<file path="config.mk">
export PLATFORM = sky130hd
export DESIGN_NAME = config_write_arbiter
export DESIGN_NICKNAME = d
export VERILOG_FILES = /design/src/rtl/config_write_arbiter.sv
export SDC_FILE = /design/constraint.sdc
export NUM_CORES = 1
export LEC_CHECK = 0
export ABC_AREA = 1
export CORE_AREA = 5 5 150 152
export CTS_CLUSTER_SIZE = 24
export DETAILED_ROUTE_END_ITERATION = 7
export DIE_AREA = 0 0 155 157
export MAX_ROUTING_LAYER = met4
export PLACE_DENSITY = 0.74
export SYNTH_ARGS = -nofsm -noshare
export SYNTH_HDL_FRONTEND = slang
export SYNTH_SLANG_ARGS = --single-unit
</file>
<file path="constraint.sdc">
create_clock -name clk -period 2.8 [get_ports clk]
set_input_delay 0.56 -clock clk [delete_from_list [all_inputs] [get_ports clk]]
set_output_delay 0.56 -clock clk [all_outputs]
set_load 0.01 [all_outputs]
</file>
<file path="src/rtl/config_write_arbiter.sv">
// Round-robin arbiter sharing one config write bus between N_REQ requesters.
// A requester that starts a multi-beat transaction holds the bus until its
// last beat. An optional idle gap after every write gives downstream config
// registers time to settle.
module config_write_arbiter #(
  parameter int unsigned N_REQ      = 2,
  parameter int unsigned ADDR_BITS  = 64,
  parameter int unsigned DATA_BITS  = 64,
  parameter int unsigned GAP_CYCLES = 0,
  localparam int unsigned OwnerW    = (N_REQ > 2) ? $clog2(N_REQ) : 1
) (
  input  logic                                clk,
  input  logic                                rst_n,
  input  logic [N_REQ-1:0]                    req_valid,
  output logic [N_REQ-1:0]                    req_ready,
  input  logic [N_REQ-1:0][ADDR_BITS-1:0]     req_addr,
  input  logic [N_REQ-1:0][DATA_BITS-1:0]     req_data,
  input  logic [N_REQ-1:0]                    req_last,
  output logic                                cfg_valid,
  output logic [ADDR_BITS-1:0]                cfg_addr,
  output logic [DATA_BITS-1:0]                cfg_data,
  output logic                                busy,
  output logic [OwnerW-1:0]                   owner
);

  typedef enum logic [1:0] {StIdle, StLocked, StGap} state_e;

  state_e                 r_state, w_state_next;
  logic [7:0]             r_cnt, w_cnt_next;
  logic [OwnerW-1:0]      r_rr, r_owner, w_rr_next;
  logic                   r_last;
  logic                   r_cfg_valid, r_busy;
  logic [ADDR_BITS-1:0]   r_cfg_addr;
  logic [DATA_BITS-1:0]   r_cfg_data;

  logic                   w_found, w_found_hi;
  logic [OwnerW-1:0]      w_idx_hi, w_idx_lo, w_win, w_sel;
  logic                   w_grant, w_accept;

  // Round-robin search: lowest valid index at or above rr, else lowest valid overall.
  always_comb begin
    w_found    = 1'b0;
    w_found_hi = 1'b0;
    w_idx_hi   = '0;
    w_idx_lo   = '0;
    for (int i = N_REQ - 1; i >= 0; i--) begin
      if (req_valid[i]) begin
        w_found  = 1'b1;
        w_idx_lo = OwnerW'(i);
        if (i >= int'(r_rr)) begin
          w_found_hi = 1'b1;
          w_idx_hi   = OwnerW'(i);
        end
      end
    end
    w_win = w_found_hi ? w_idx_hi : w_idx_lo;
  end

  // Select the requester allowed to transfer and drive its ready bit.
  always_comb begin
    w_sel   = r_owner;
    w_grant = 1'b0;
    unique case (r_state)
      StIdle: begin
        w_sel   = w_win;
        w_grant = w_found;
      end
      StLocked: w_grant = req_valid[r_owner];
      default:  w_grant = 1'b0;
    endcase
    // Ready is forced low while reset is asserted even though state already reads idle.
    w_accept  = rst_n & w_grant;
    req_ready = '0;
    if (w_accept) req_ready[w_sel] = 1'b1;
  end

  // Pointer moves to the requester after the one releasing the lock.
  always_comb begin
    w_rr_next = (w_sel == OwnerW'(N_REQ - 1)) ? '0 : w_sel + 1'b1;
  end

  // Next-state logic for lock and gap handling.
  always_comb begin
    w_state_next = r_state;
    w_cnt_next   = r_cnt;
    unique case (r_state)
      StIdle, StLocked: begin
        if (w_accept) begin
          if (GAP_CYCLES > 0) begin
            w_state_next = StGap;
            w_cnt_next   = 8'(GAP_CYCLES);
          end else begin
            w_state_next = req_last[w_sel] ? StIdle : StLocked;
          end
        end
      end
      StGap: begin
        w_cnt_next = r_cnt - 8'd1;
        if (r_cnt <= 8'd1) w_state_next = r_last ? StIdle : StLocked;
      end
      default: w_state_next = StIdle;
    endcase
  end

  // State, gap counter and round-robin pointer registers.
  always_ff @(posedge clk or negedge rst_n) begin
    if (!rst_n) begin
      r_state <= StIdle;
      r_cnt   <= 8'd0;
      r_rr    <= '0;
      r_busy  <= 1'b0;
    end else begin
      r_state <= w_state_next;
      r_cnt   <= w_cnt_next;
      r_busy  <= (w_state_next != StIdle);
      if (w_accept && req_last[w_sel]) r_rr <= w_rr_next;
    end
  end

  // Output write register; address/data hold when no beat is accepted.
  always_ff @(posedge clk or negedge rst_n) begin
    if (!rst_n) begin
      r_cfg_valid <= 1'b0;
      r_cfg_addr  <= '0;
      r_cfg_data  <= '0;
      r_owner     <= '0;
      r_last      <= 1'b0;
    end else begin
      r_cfg_valid <= w_accept;
      if (w_accept) begin
        r_cfg_addr <= req_addr[w_sel];
        r_cfg_data <= req_data[w_sel];
        r_owner    <= w_sel;
        r_last     <= req_last[w_sel];
      end
    end
  end

  assign cfg_valid = r_cfg_valid;
  assign cfg_addr  = r_cfg_addr;
  assign cfg_data  = r_cfg_data;
  assign busy      = r_busy;
  assign owner     = r_owner;

endmodule

</file>
==> impl_metrics.ini <==
[floorplanning]
die_area_mm2 = 0.0243
core-area_mm2 = 0.0209
die_x_um = 155
chipHeight_um = 157
fp-row-count = 53
start_util_pct = 35.3
ioPinCount = 395

[sta]
setup_viol = 0
setup_tns_ns = 0
finalMaxSlewViolations = 0
grt_setup_unrepaired = false
fmax_mhz = 374
relSlewSlack_pct = 40.6
worst_hold_slack_ns = 0.173
finalCriticalPeriod_ns = 2.67
hold_viol_final = 0
fin_crit_sh_pct = 95.4
worst_clock_skew_ns = 0.0123
worst_pin_slew_ns = 0.891

[setup_path]
arrival_ns = 2.11
critPathKind = in2out
worstPathMaxFanout = 2
cp.required_ns = 2.24
startpoint_type = primary input
endpoint_kind = output pin

[routing]
route.vias.total = 7900
avgViaCountPerCell = 4.67
firstDrtPassIters = 5
drt_iter0_markers = 539
wire_per_inst_um = 15.4
ant_nets = 0
routed_wl_um = 26000
drc_errors = 0

[global_routing]
grt_antenna_before_repair = 0
grt_pass1_wl_um = 39800
grt_pass1_vias = 7614
grt_usage_pct = 21.0
grt_max_degree = 144
grt_overflow = 0

[clock_tree]
cts_hold_buf = 0
clock_path_buffers = 2
root_buffer = clkbuf_16
path_clk_slew_ns = 0.07
numCtsBuffers = 17
cts_tree = built
post_cts_buffers = 0
insertion_delay_ns = 0.42
cts_resized = 0
cts.sinks = 143
htree_levels = 4

[place]
portBuffers = 394
dpl-instance-area_mm2 = 0.0114
dp_hpwl_um = 18100
gp_congestion = 0.864

[yosys]
synth-async-reset-ratio_pct = 100
ys_warn_count = 0
synth_edf_count = 0
synth_ff_type = dfrtp_1
ys_ff_latch = 143
postSynthAreaPerCell_um2 = 7.03
syn-cell-area_mm2 = 0.00738
yosysUniqueCellTypes = 21
postSynthNetCount = 1315
ys_seq_area_share_pct = 48.5
postSynthCellCount = 1051

[power_and_ir_drop]
leakagePower_uw = 0.00606
power_frac_comb_pct = 51.2
internal_power_uw = 7070
power_density_mw_per_mm2 = 977
switching_power_uw = 4660
swShare_pct = 39.7
seqPwrFrac_pct = 30.2
ir_worst_vdd_mv = 1.16
power_frac_clock_pct = 18.5

[finish]
synthToLayoutAreaGrowth_pct = 62.6
nNetsFinal = 1667
final_area_mm2 = 0.0120
mostFrequentLayoutCells = nand2_1 (661), clkdlybuf4s50_1 (393), dfrtp_1 (143)
num-fill-cells = 1886
final_common_cell = nand2_1
drive_gt1_share_pct = 3.60
antenna_cells = 0

[run]
maxCapViolations = 0

[status]
status = finished, final reports clean

[worst_hold_path]
hold_class = in2async
## final timing paths
check | to | cells past startpoint | start | slack [ns]
max | req_ready[0] | 6 | req_valid[0] | 0.13
min | cfg_addr[8] | 2 | rst_n | 0.17
max reg2reg | cfg_data[22] | 8 | r_state[0] | 0.86
min reg2reg | r_cnt[4] | 1 | r_cnt[4] | 0.47
max in group asynchronous | cfg_data[10] | 2 | rst_n | 1.86
min in group clk | r_cnt[4] | 1 | r_cnt[4] | 0.47
## per-layer routing
| metal | routed length, um | GRT usage, % | share of wire [%] | up-vias |
|---|---|---|---|---|
| met5 | 0 | - | 0 | - |
| met4 | 697 | 7.02 | 2.7 | 0 |
| met3 | 2290 | 6.30 | 8.8 | 52 |
| met2 | 12200 | 33.1 | 47 | 305 |
| met1 | 10900 | 25.9 | 42 | 3588 |
| li1 | - | - | - | 3955 |
## registers in the layout, indices dropped and copies added, names as in the netlist
name	flops
cfg_valid	1
cfg_data	64
r_cnt	8
owner	1
busy	1
r_rr	1
r_state	2
r_last	1
cfg_addr	64
## Yosys cell counts (2+ instances only)
cell type	number	share of area [%]
xnor2_1	3	0.36
inv_1	10	0.51
clkbuf_1	10	0.51
buf_6	11	1.7
buf_2	47	3.2
dfrtp_1	143	48
ha_1	2	0.34
o21ai_1	2	0.14
o21ai_0	3	0.20
inv_2	2	0.10
xor2_1	4	0.47
buf_4	2	0.20
nand3_1	134	9.1
nand2_1	662	34
nor3_1	2	0.14
nor2_1	9	0.46
## final cells by class
type                       instances  area, um2  area share (%)
sequential                       143       3580            29.8
clock inverter                    15        148            1.23
tap                              275        344            2.87
timing repair buffer             403       4080            33.9
multi-input combinational        826       3390            28.2
clock buffer                      17        425            3.54
inverter                          12       45.0           0.375
## worst max-delay path: stages
cell             delay (ns)
clkdlybuf4s50_1        0.50
o21ai_1                0.12
nand2_1                0.13
nand3_4                0.08
nor2_1                 0.15
clkdlybuf4s50_1        0.56
## power by group through the flow
| stage | Sequential (uW) | Combinational (uW) | Clock (uW) |
|---|---|---|---|
| after floorplan | 4000 | 2580 | 0 |
| after global placement | 3540 | 6000 | 0 |
| after detailed placement | 3560 | 6070 | 0 |
| after CTS | 3550 | 6090 | 2250 |
| after global routing | 3670 | 6600 | 2340 |
| final | 3540 | 6010 | 2180 |
## through the flow
| step | setup WS (ns) | util (%) | instances | power (uW) |
|---|---|---|---|---|
| 2_1_floorplan | 1.03 | - | 1051 | 6580 |
| 3_3_place_gp | 0.146 | 54.7 | 1659 | 9540 |
| 3_5_place_dp | 0.148 | 54.7 | 1659 | 9630 |
| 4_1_cts | 0.132 | 57.5 | 1691 | 11900 |
| 5_1_grt | 0.00944 | 57.5 | 1691 | 12600 |
| 6_report | 0.128 | 57.5 | 1691 | 11700 |
## cells by family after synthesis
family | synth area share (%)
adder cells (fa/ha/maj) | 0.339
flip-flops | 48.5
XOR/XNOR | 0.830
AND/OR/NAND/NOR | 43.7
AO/OA/AOI/OAI | 0.458
buffers and inverters | 6.19
(Power assumes the default switching activity.)
